==> config.mk <==
export PLATFORM = sky130hd
export DESIGN_NAME = serial_count_tx
export DESIGN_NICKNAME = d
export VERILOG_FILES = /design/src/rtl/serial_count_tx.sv
export SDC_FILE = /design/constraint.sdc
export NUM_CORES = 1
export LEC_CHECK = 0
export BUFFER_PORTS_ARGS = -buffer_cell sky130_fd_sc_hd__buf_2
export CAP_MARGIN = 10
export CORE_MARGIN = 2
export CORE_UTILIZATION = 26
export DETAILED_ROUTE_END_ITERATION = 16
export PLACE_DENSITY = 0.46
export SYNTH_ARGS = -nofsm -noshare
export SYNTH_HDL_FRONTEND = slang
export SYNTH_SLANG_ARGS = --single-unit
export TNS_END_PERCENT = 10
==> constraint.sdc <==
create_clock -name clk -period 4.4 [get_ports clk]
set_input_delay 0.44 -clock clk [delete_from_list [all_inputs] [get_ports clk]]
set_output_delay 0.44 -clock clk [all_outputs]
set_load 0.01 [all_outputs]
==> src/rtl/serial_count_tx.sv <==
// Parallel-to-serial frame transmitter: shifts WIDTH bits LSB first on a divided
// serial clock, then emits a one-cycle load/done strobe for the receiver.
module serial_count_tx #(
    parameter int WIDTH   = 8,
    parameter int CLK_DIV = 2
) (
    input  logic             clk,
    input  logic             rst,
    input  logic             ena,
    input  logic             start,
    input  logic [WIDTH-1:0] data,
    output logic             sclk,
    output logic             sdo,
    output logic             load,
    output logic             busy,
    output logic             done
);

    localparam int DIV_W = (CLK_DIV > 1) ? $clog2(CLK_DIV) : 1;
    localparam int BIT_W = $clog2(WIDTH);
    localparam logic [DIV_W-1:0] DIV_LAST = DIV_W'(CLK_DIV - 1);
    localparam logic [BIT_W-1:0] BIT_LAST = BIT_W'(WIDTH - 1);

    typedef enum logic [1:0] {
        S_IDLE,
        S_SHIFT,
        S_LOAD
    } state_t;

    state_t           r_state,   w_state;
    logic [WIDTH-1:0] r_shreg,   w_shreg;
    logic [BIT_W-1:0] r_bit_cnt, w_bit_cnt;
    logic [DIV_W-1:0] r_div_cnt, w_div_cnt;
    logic             r_sclk,    w_sclk;
    logic             r_sdo,     w_sdo;
    logic             r_load,    w_load;
    logic             r_busy,    w_busy;
    logic             r_done,    w_done;

    // NOTE: state uses non-blocking assignments so every register samples pre-edge values.
    always_ff @(posedge clk) begin
        if (rst) begin
            r_state   <= S_IDLE;
            r_shreg   <= '0;
            r_bit_cnt <= '0;
            r_div_cnt <= '0;
            r_sclk    <= 1'b0;
            r_sdo     <= 1'b0;
            r_load    <= 1'b0;
            r_busy    <= 1'b0;
            r_done    <= 1'b0;
        end else if (ena) begin
            r_state   <= w_state;
            r_shreg   <= w_shreg;
            r_bit_cnt <= w_bit_cnt;
            r_div_cnt <= w_div_cnt;
            r_sclk    <= w_sclk;
            r_sdo     <= w_sdo;
            r_load    <= w_load;
            r_busy    <= w_busy;
            r_done    <= w_done;
        end
    end

    // NOTE: every combinational output gets a default first so no latch is inferred.
    always_comb begin
        w_state   = r_state;
        w_shreg   = r_shreg;
        w_bit_cnt = r_bit_cnt;
        w_div_cnt = r_div_cnt;
        w_sclk    = r_sclk;
        w_sdo     = r_sdo;
        w_load    = 1'b0;
        w_done    = 1'b0;
        w_busy    = r_busy;

        unique case (r_state)
            S_IDLE: begin
                w_sclk = 1'b0;
                w_sdo  = 1'b0;
                w_busy = 1'b0;
                if (start) begin
                    w_state   = S_SHIFT;
                    w_shreg   = data;
                    w_bit_cnt = '0;
                    w_div_cnt = '0;
                    w_sdo     = data[0];
                    w_busy    = 1'b1;
                end
            end

            S_SHIFT: begin
                w_sdo = r_shreg[0];
                if (r_div_cnt != DIV_LAST) begin
                    w_div_cnt = r_div_cnt + DIV_W'(1);
                end else begin
                    w_div_cnt = '0;
                    if (!r_sclk) begin
                        w_sclk = 1'b1;
                    end else begin
                        // End of the high phase: retire this bit and present the next one.
                        w_sclk  = 1'b0;
                        w_shreg = {1'b0, r_shreg[WIDTH-1:1]};
                        if (r_bit_cnt == BIT_LAST) begin
                            w_state = S_LOAD;
                            w_sdo   = 1'b0;
                            w_load  = 1'b1;
                            w_done  = 1'b1;
                        end else begin
                            w_bit_cnt = r_bit_cnt + BIT_W'(1);
                            w_sdo     = r_shreg[1];
                        end
                    end
                end
            end

            S_LOAD: begin
                w_state = S_IDLE;
                w_sclk  = 1'b0;
                w_sdo   = 1'b0;
                w_busy  = 1'b0;
            end

            default: begin
                w_state = S_IDLE;
                w_sclk  = 1'b0;
                w_sdo   = 1'b0;
                w_busy  = 1'b0;
            end
        endcase
    end

    assign sclk = r_sclk;
    assign sdo  = r_sdo;
    assign load = r_load;
    assign busy = r_busy;
    assign done = r_done;

endmodule

* After elaboration in Yosys (flattened, before gate mapping) *
Index checks and enable logic that the tools add are counted.

cells by class
  mux-type cells = 31
  add/subtract/negate cells = 2
  reductions and logical operators = 8
  bitwise operators = 1
  equality and inequality tests = 7

operator list
  cell                                           number
  2-to-1 mux 8 bit                               3
  case mux 8 bit (2 select lines)                1
  2-to-1 mux 1 bit                               14
  2-to-1 mux 3 bit                               4
  != test 2 bit, second input constant           5
  AND reduction 5 bit                            2
  2-to-1 mux 2 bit                               4
  case mux 1 bit (2 select lines)                3
  case mux 3 bit (2 select lines)                1
  AND reduction 6 bit                            1
  case mux 2 bit (2 select lines)                1
  AND reduction 2 bit                            2
  adder 3 x 1 -> 3 bit, second input constant    1
  == test 3 bit, second input constant           1
  AND reduction 3 bit                            1
  == test 2 x 1 -> 1 bit, second input constant  1
  zero test 2 bit                                1
  nonzero test 2 bit                             1
  adder 1 bit, second input constant             1
  NOT 1 bit                                      1

word-level totals
  output and inout bits = 5
  register bits = 18
  word-level logic and storage cells = 57
  bits of input ports = 12

* Longest topological paths before layout *
Gate-level depths: netlist of the first run.

  word-level depth = 5
  mapped depth = 6
  mapped depth without buffers = 6

* Worst setup path before layout of the first run *
No wires, ideal clock.

  path type = reg-to-reg
  start point = register r_bit_cnt[0]
  end point = register r_bit_cnt[0]
  cell stages (with the launch flop) = 7
  buffers on the path = 0
  clock period less this slack = 1,685 ps
  path slack = 2,715 ps
  setup time = 128 ps
  data required time = 4,272 ps
  arrival = 1,557 ps
  cells stage by stage = dfxtp_1 ha_1 ha_1 nand2b_2 a2111oi_4 mux2i_1 nor2_1

between the ends
  longest elaborated chain between the ends = 5
  elaborated cells on any way between the ends = 8
  classes of those cells = 1 x add/sub; 2 x eq/ne; 4 x mux; 1 x reduce/logical

RTL lines
  element                          line  source
  from (decl)                      32    logic [BIT_W-1:0] r_bit_cnt, w_bit_cnt;
  from (signal assigned)           55    r_bit_cnt <= w_bit_cnt;
  adder 3 x 1 -> 3 bit             110   w_bit_cnt = r_bit_cnt + BIT_W'(1);
  2-to-1 mux 3 bit                 104   if (r_bit_cnt == BIT_LAST) begin
  2-to-1 mux 3 bit                 98    if (!r_sclk) begin
  2-to-1 mux 3 bit                 94    if (r_div_cnt != DIV_LAST) begin
  case mux 3 bit (2 select lines)  77    unique case (r_state)

Several ways; a longest one is shown, not always the timed one. The select of a mux whose other input is x is not followed.
A chain may end at the register's enable or synchronous reset.

* Final worst setup path of the first run *
  start point = register r_bit_cnt[0]
  end point = register r_bit_cnt[1]

The elaborated chain is that of the path after synthesis.

==> key figures, run 1 <==
Die
  • Core Box Area: 3337 um2
  • Die area: 3967 um2
  • I/O pins: 17
  • # rows: 21
  • Initial Utilization: 27.11%
  • Die height: 62.99 um
  • Die X: 62.99 um

Clocking
  • Worst-skew pair later-pin latency: 0.30 ns
  • Num CTS Buffers: 3
  • Worst-path clk slew: 0.12 ns
  • Post-CTS Setup Inserts: 0
  • CTS Buffer Depth: 2
  • Total clock sinks: 18
  • CTS resizes: 0
  • CTS tree: yes
  • Clock Tree Root: clkbuf_4
  • CTS Hold Bufs: 0
  • H-tree lvl count: 1

GRT
  • GRT Total Usage: 10.48%
  • Total grt overflow: 0
  • Vias in the first global route: 737
  • Largest net degree at the start of global routing: 19
  • First-pass GRT wire length: 3.394 mm
  • Initial antenna violation count: 0

Power
  • LEAKAGE: 0.4391 nW
  • Maximum vdd drop: 0.0001448 V
  • PD cells: 325.0 nW/um2

Yosys
  • Syn_nets: 113
  • Seq/Total Area, Yosys: 39.83%
  • Yosys cell types: 30
  • Yosys warnings: 0
  • Post-synthesis cell area: 904.6 um2
  • Synthesized flop and latch total: 18
  • Syn Inst Count: 99
  • Mean Syn Cell Area: 9.138 um2

Timing
  • Fin crit share: 41.49%
  • Tmin final: 1.825 ns
  • Slew Viols, Final: 0
  • Achievable Freq: 547.8 MHz
  • Final hold slack: 0.3961 ns
  • Least-Margin Pin Slew: 0.6872 ns
  • Final hold viol count: 0
  • Final setup viols: 0
  • Setup ws final: 2.575 ns
  • TNS Setup: 0 ns
  • Rel. slew slack: 54.19%
  • RSZ-0062 raised after global routing: false
  • Post-Route Skew: 0.007428 ns

Cells and area
  • Area Growth Syn to Fin: 14.11%
  • FF+latch area: 360.3 um2
  • # nets final: 127
  • Fillers: 374
  • Area of the multi-input gates: 490.5 um2
  • Share of post-route cells with drive strength above 1: 22.32%
  • Ant diodes: 0

Critical path
  • Startpoint class of the critical path: flip-flop
  • Worst Setup Path Type: reg -> reg
  • Critical path data required time: 4.59 ns
  • Crit path arrival time: 2.02 ns
  • Crit Path Max Fanout: 3
  • Setup crit end kind: flip-flop

Routing
  • Detailed-route via count: 735
  • DR WL/cell: 11.88 um
  • Final ANT Viol Nets: 0
  • Initial DRC count: 41
  • Drc violations: 0
  • Via density: 4.652
  • First-pass DRT Iterations: 4
  • Final WL: 1.877 mm

Placement
  • Hpwl dp: 1.365 mm
  • Setup WS pre-CTS: 2.576 ns
  • IO Port Bufs: 16
  • Placer Congestion: 0.7449

Flow run
  • Max-Cap Viols: 0

Run status
  • Outcome: finished clean

Min path
  • Min-Delay Path Class: in -> reg
-- synth_stat cells, drive strengths merged --
library cell	count	area [um2]
nor3	2	10.01
nor2	16	60.06
and2b	1	7.510
dfxtp	18	360.4
nand2b	3	21.27
ha	2	25.02
nand3	2	10.01
or3	1	6.260
a2111oi	1	27.53
clkbuf	2	7.510
buf	5	38.78
o21ai	2	10.01
a22oi	2	15.01
mux2i	11	110.1
a21o	1	7.510
inv	2	7.510
and3	3	20.02
nand4b	1	8.760
nand2	5	18.77
o21a	1	8.760
a31oi	1	6.260
a21oi	5	25.02
nor2b	2	15.02
a211oi	8	60.06
a22o	2	17.52
-- final timing paths --
path                 from  slack (ns)      endpoint  cells past startpoint
min reg2reg          done        0.47          done                      2
min               data[7]        0.40    r_shreg[7]                      3
max reg2reg  r_bit_cnt[0]        2.57  r_bit_cnt[1]                      6
max          r_bit_cnt[0]        2.57  r_bit_cnt[1]                      6
-- worst max-delay path, cell delays in order, from the launching register on --
cell,delay (ns)
dfxtp_1,0.35
ha_1,0.20
ha_1,0.20
nand2b_2,0.20
a2111oi_4,0.47
mux2i_1,0.25
nor2_1,0.06
-- placed cells by master (no fill, tap or decap) --
cell,instances
a2111oi_4,1
nand2b_1,2
dfxtp_1,18
nor2b_2,1
ha_1,2
a31oi_1,1
and3_2,1
o21ai_0,2
nor2b_1,1
a211oi_1,8
buf_2,16
nand2_1,5
clkbuf_8,1
or3_1,1
a21oi_1,5
clkbuf_4,3
inv_1,2
a22oi_1,2
a22o_1,2
and3_1,2
nor3_1,2
nand4b_1,1
mux2i_1,11
nor2_1,16
nand2b_2,1
nand3_1,2
o21a_2,1
and2b_1,1
a21o_1,1
-- registers in the layout (all words and copies together) (netlist names) --
signal and cells:
busy 1, done 1, r_bit_cnt 3, r_div_cnt 1, r_shreg 8, r_state 2
sclk 1, sdo 1
-- cell type report --
type                       count  area share (%)
timing repair buffer          16           7.758
clock buffer                   4           3.515
tap                           46           5.576
inverter                       2          0.7273
sequential                    18           34.91
multi-input combinational     72           47.52
-- kinds of logic (layout without fill, tap and decap cells) --
kind of cell | after synthesis | in the layout | share of synthesized area [%]
flops | 18 | 18 | 39.83
mux | 11 | 11 | 12.17
buf+inv | 9 | 22 | 5.947
fa+ha+maj | 2 | 2 | 2.766
simple gates | 36 | 36 | 19.64
compound gates | 23 | 23 | 19.64
-- where the power goes --
group	internal [W]	switching (W)	total [W]
logic	0.0000227	0.0000260	0.0000487
clock network	0.0000504	0.0000567	0.000107
registers	0.000171	0.00000848	0.000180
-- layer usage --
layer | global-route usage (%) | routed length, um | vias to the layer above
li1 | - | - | 377
met1 | 13.04 | 881 | 338
met2 | 17.29 | 855 | 18
met3 | 4.144 | 128 | 2
met4 | 1.667 | 11 | 0
met5 | 0 | 0 | -
-- stage by stage --
| stage | power, W | instance area, um2 | std cells | utilization, % |
|---|---|---|---|---|
| after detailed placement | 0.0002329 | 996.0 | 154 | 29.85 |
| after global placement | 0.0002318 | 996.0 | 154 | 29.85 |
| after global routing | 0.0003555 | 1032 | 158 | 30.93 |
| after CTS | 0.0003395 | 1032 | 158 | 30.93 |
| final | 0.0003355 | 1032 | 158 | 30.93 |
| after floorplan | 0.0002217 | 904.6 | 99 | - |
Power figures use the tool's default switching activity.
==> run 2: changes to the inputs <==
--- a/config.mk
+++ b/config.mk
@@ -10,7 +10,7 @@
 export CORE_MARGIN = 2
 export CORE_UTILIZATION = 26
 export DETAILED_ROUTE_END_ITERATION = 16
-export PLACE_DENSITY = 0.46
+export PLACE_DENSITY = 0.47
 export SYNTH_ARGS = -nofsm -noshare
 export SYNTH_HDL_FRONTEND = slang
 export SYNTH_SLANG_ARGS = --single-unit
==> constraint.sdc (replaced) <==
create_clock -name clk -period 1.5 [get_ports clk]
set_input_delay 0.15 -clock clk [delete_from_list [all_inputs] [get_ports clk]]
set_output_delay 0.15 -clock clk [all_outputs]
set_load 0.01 [all_outputs]
==> run 2 against run 1 <==
The flow now finishes with violations (setup timing). Clock skew is 0.0049 ns lower. Sequential share of layout area is 2.9 points lower. Register-to-register slack worse by 2.7 ns. Total power grew to 3.0 times the previous value. Via count is 7.2% higher. Fmax is 13% higher. Flip-flop and latch count stayed put. Core utilization is 3.1 points higher. Cell area is 10% higher. Cell count is 4.4% higher. Largest cell class unchanged.
==> key figures, run 2 (synthesized netlist as in run 1, its figures left out) <==
Run status
  • Outcome: finished, violations left
  • Failing checks: setup timing

Cells and area
  • Fillers: 364
  • Commonest cells after routing, fill and taps aside: 16 x nor2_1, 16 x buf_2, 15 x dfxtp_1
  • Largest registers: r_shreg x8, r_bit_cnt x3, r_state x2
  • Area Growth Syn to Fin: 25.73%
  • Final Core Density: 34.08%
  • # nets final: 134
  • Share of post-route cells with drive strength above 1: 31.09%
  • Max reg flops: 8
  • Largest Register: r_shreg
  • Ant diodes: 0

Timing
  • Achievable Freq: 619.5 MHz
  • Slew Viols, Final: 0
  • Tmin final: 1.614 ns
  • Setup ws final: -0.1142 ns
  • Post-Route Skew: 0.002572 ns
  • Least-Margin Pin Slew: 0.3946 ns
  • Fin crit share: 107.6%
  • Final hold viol count: 0
  • RSZ-0062 raised after global routing: true
  • Final setup viols: 3
  • Rel. slew slack: 73.69%

Die
  • Die area: 3967 um2
  • I/O pins: 17
  • Core Box Area: 3337 um2
  • # rows: 21
  • Die height: 62.99 um
  • Initial Utilization: 27.11%
  • Die X: 62.99 um

Routing
  • Final ANT Viol Nets: 0
  • First-pass DRT Iterations: 4
  • Detailed-route via count: 788
  • Drc violations: 0
  • Via density: 4.776
  • Initial DRC count: 23
  • Final WL: 2.043 mm
  • DR WL/cell: 12.38 um

Power
  • Part of the power in registers: 51.6%
  • LEAKAGE: 0.4784 nW
  • Combinational share of power: 17.8%
  • Switching Fraction: 26.70%
  • Maximum vdd drop: 0.0006818 V
  • Pwr Total: 0.001010 W
  • Sw power: 0.0002697 W
  • Power Internal: 0.0007402 W
  • Clock group share of total power: 30.6%
  • PD cells: 887.9 nW/um2

GRT
  • Largest net degree at the start of global routing: 19
  • Initial antenna violation count: 0
  • First-pass GRT wire length: 3.581 mm
  • Vias in the first global route: 770
  • GRT Total Usage: 11.08%
  • Total grt overflow: 0

Critical path
  • Worst Setup Path Type: reg -> reg
  • Critical path data required time: 1.69 ns
  • Startpoint class of the critical path: flip-flop
  • Crit path arrival time: 1.80 ns
  • Setup crit end kind: flip-flop
  • Crit Path Max Fanout: 3

Clocking
  • H-tree lvl count: 1
  • Num CTS Buffers: 3
  • Clock Tree Root: clkbuf_4
  • CTS tree: yes
  • Post-CTS Setup Inserts: 0
  • Worst-skew pair later-pin latency: 0.30 ns
  • CTS Hold Bufs: 0
  • Total clock sinks: 18
  • Worst-path clk slew: 0.11 ns
  • CTS Buffer Depth: 2

Flow run
  • Max-Cap Viols: 0

Placement
  • IO Port Bufs: 16
  • Placer Congestion: 0.7372
  • Hpwl dp: 1.452 mm

Min path
  • Min-Delay Path Class: in -> reg
## run 2: what timing repair did
item,4_1_cts,5_1_grt
hold endpoints to repair,0,0
pin swaps,0,0
endpoints found under the setup margin,3,11
resized for setup,3,2
## run 2: critical path, cell delays in order (launching register included)
cell	delay (ns)
dfxtp_2	0.35
ha_4	0.16
ha_4	0.15
nand2b_4	0.14
a2111oi_4	0.41
mux2i_1	0.24
nor2_1	0.06
## run 2: worst paths after layout
path | to | slack (ns) | cells after the start | from
setup / recovery | r_bit_cnt[0] | -0.11 | 6 | r_bit_cnt[1]
hold / removal | r_shreg[7] | 0.10 | 3 | data[7]
setup reg to reg | r_bit_cnt[0] | -0.11 | 6 | r_bit_cnt[1]
hold reg to reg | done | 0.47 | 2 | done
## run 2: cell type report
class                      count  area [um2]  area share (%)
clock buffer                   4       36.28           3.190
inverter                       2       7.507          0.6601
multi-input combinational     72       526.8           46.31
sequential                    18       364.1           32.01
tap                           46       57.56           5.061
timing repair buffer          23       145.1           12.76
## run 2: power by group through the flow
stage / sequential, W / clock (W) / combinational (W)
after floorplan: 0.000525 / 0 / 0.000127
after global placement: 0.000530 / 0 / 0.000175
after detailed placement: 0.000531 / 0 / 0.000178
after CTS: 0.000521 / 0.000317 / 0.000178
after global routing: 0.000525 / 0.000343 / 0.000201
final: 0.000521 / 0.000309 / 0.000179
## run 2: through the flow
step / TNS [ns] / cells / cell area (um2) / setup slack, ns / hold slack, ns
after floorplan: -0.08864 / 99 / 924.6 / -0.02955 / 0.3019
after global placement: -0.2374 / 161 / 1081 / -0.08568 / 0.4225
after detailed placement: -0.3393 / 161 / 1081 / -0.1207 / 0.4286
after CTS: -0.3524 / 165 / 1130 / -0.1248 / 0.1004
after global routing: -0.5551 / 165 / 1137 / -0.1991 / 0.1072
final: -0.3060 / 165 / 1137 / -0.1142 / 0.1049
## run 2: layer usage
metal / vias to the layer above / global-route usage (%) / routed length (um)
met4: 0 / 0.8333 / 0
met1: 380 / 14.81 / 1001
met2: 18 / 17.69 / 940
met3: 0 / 4.144 / 101
li1: 390 / - / -
met5: - / 0 / 0
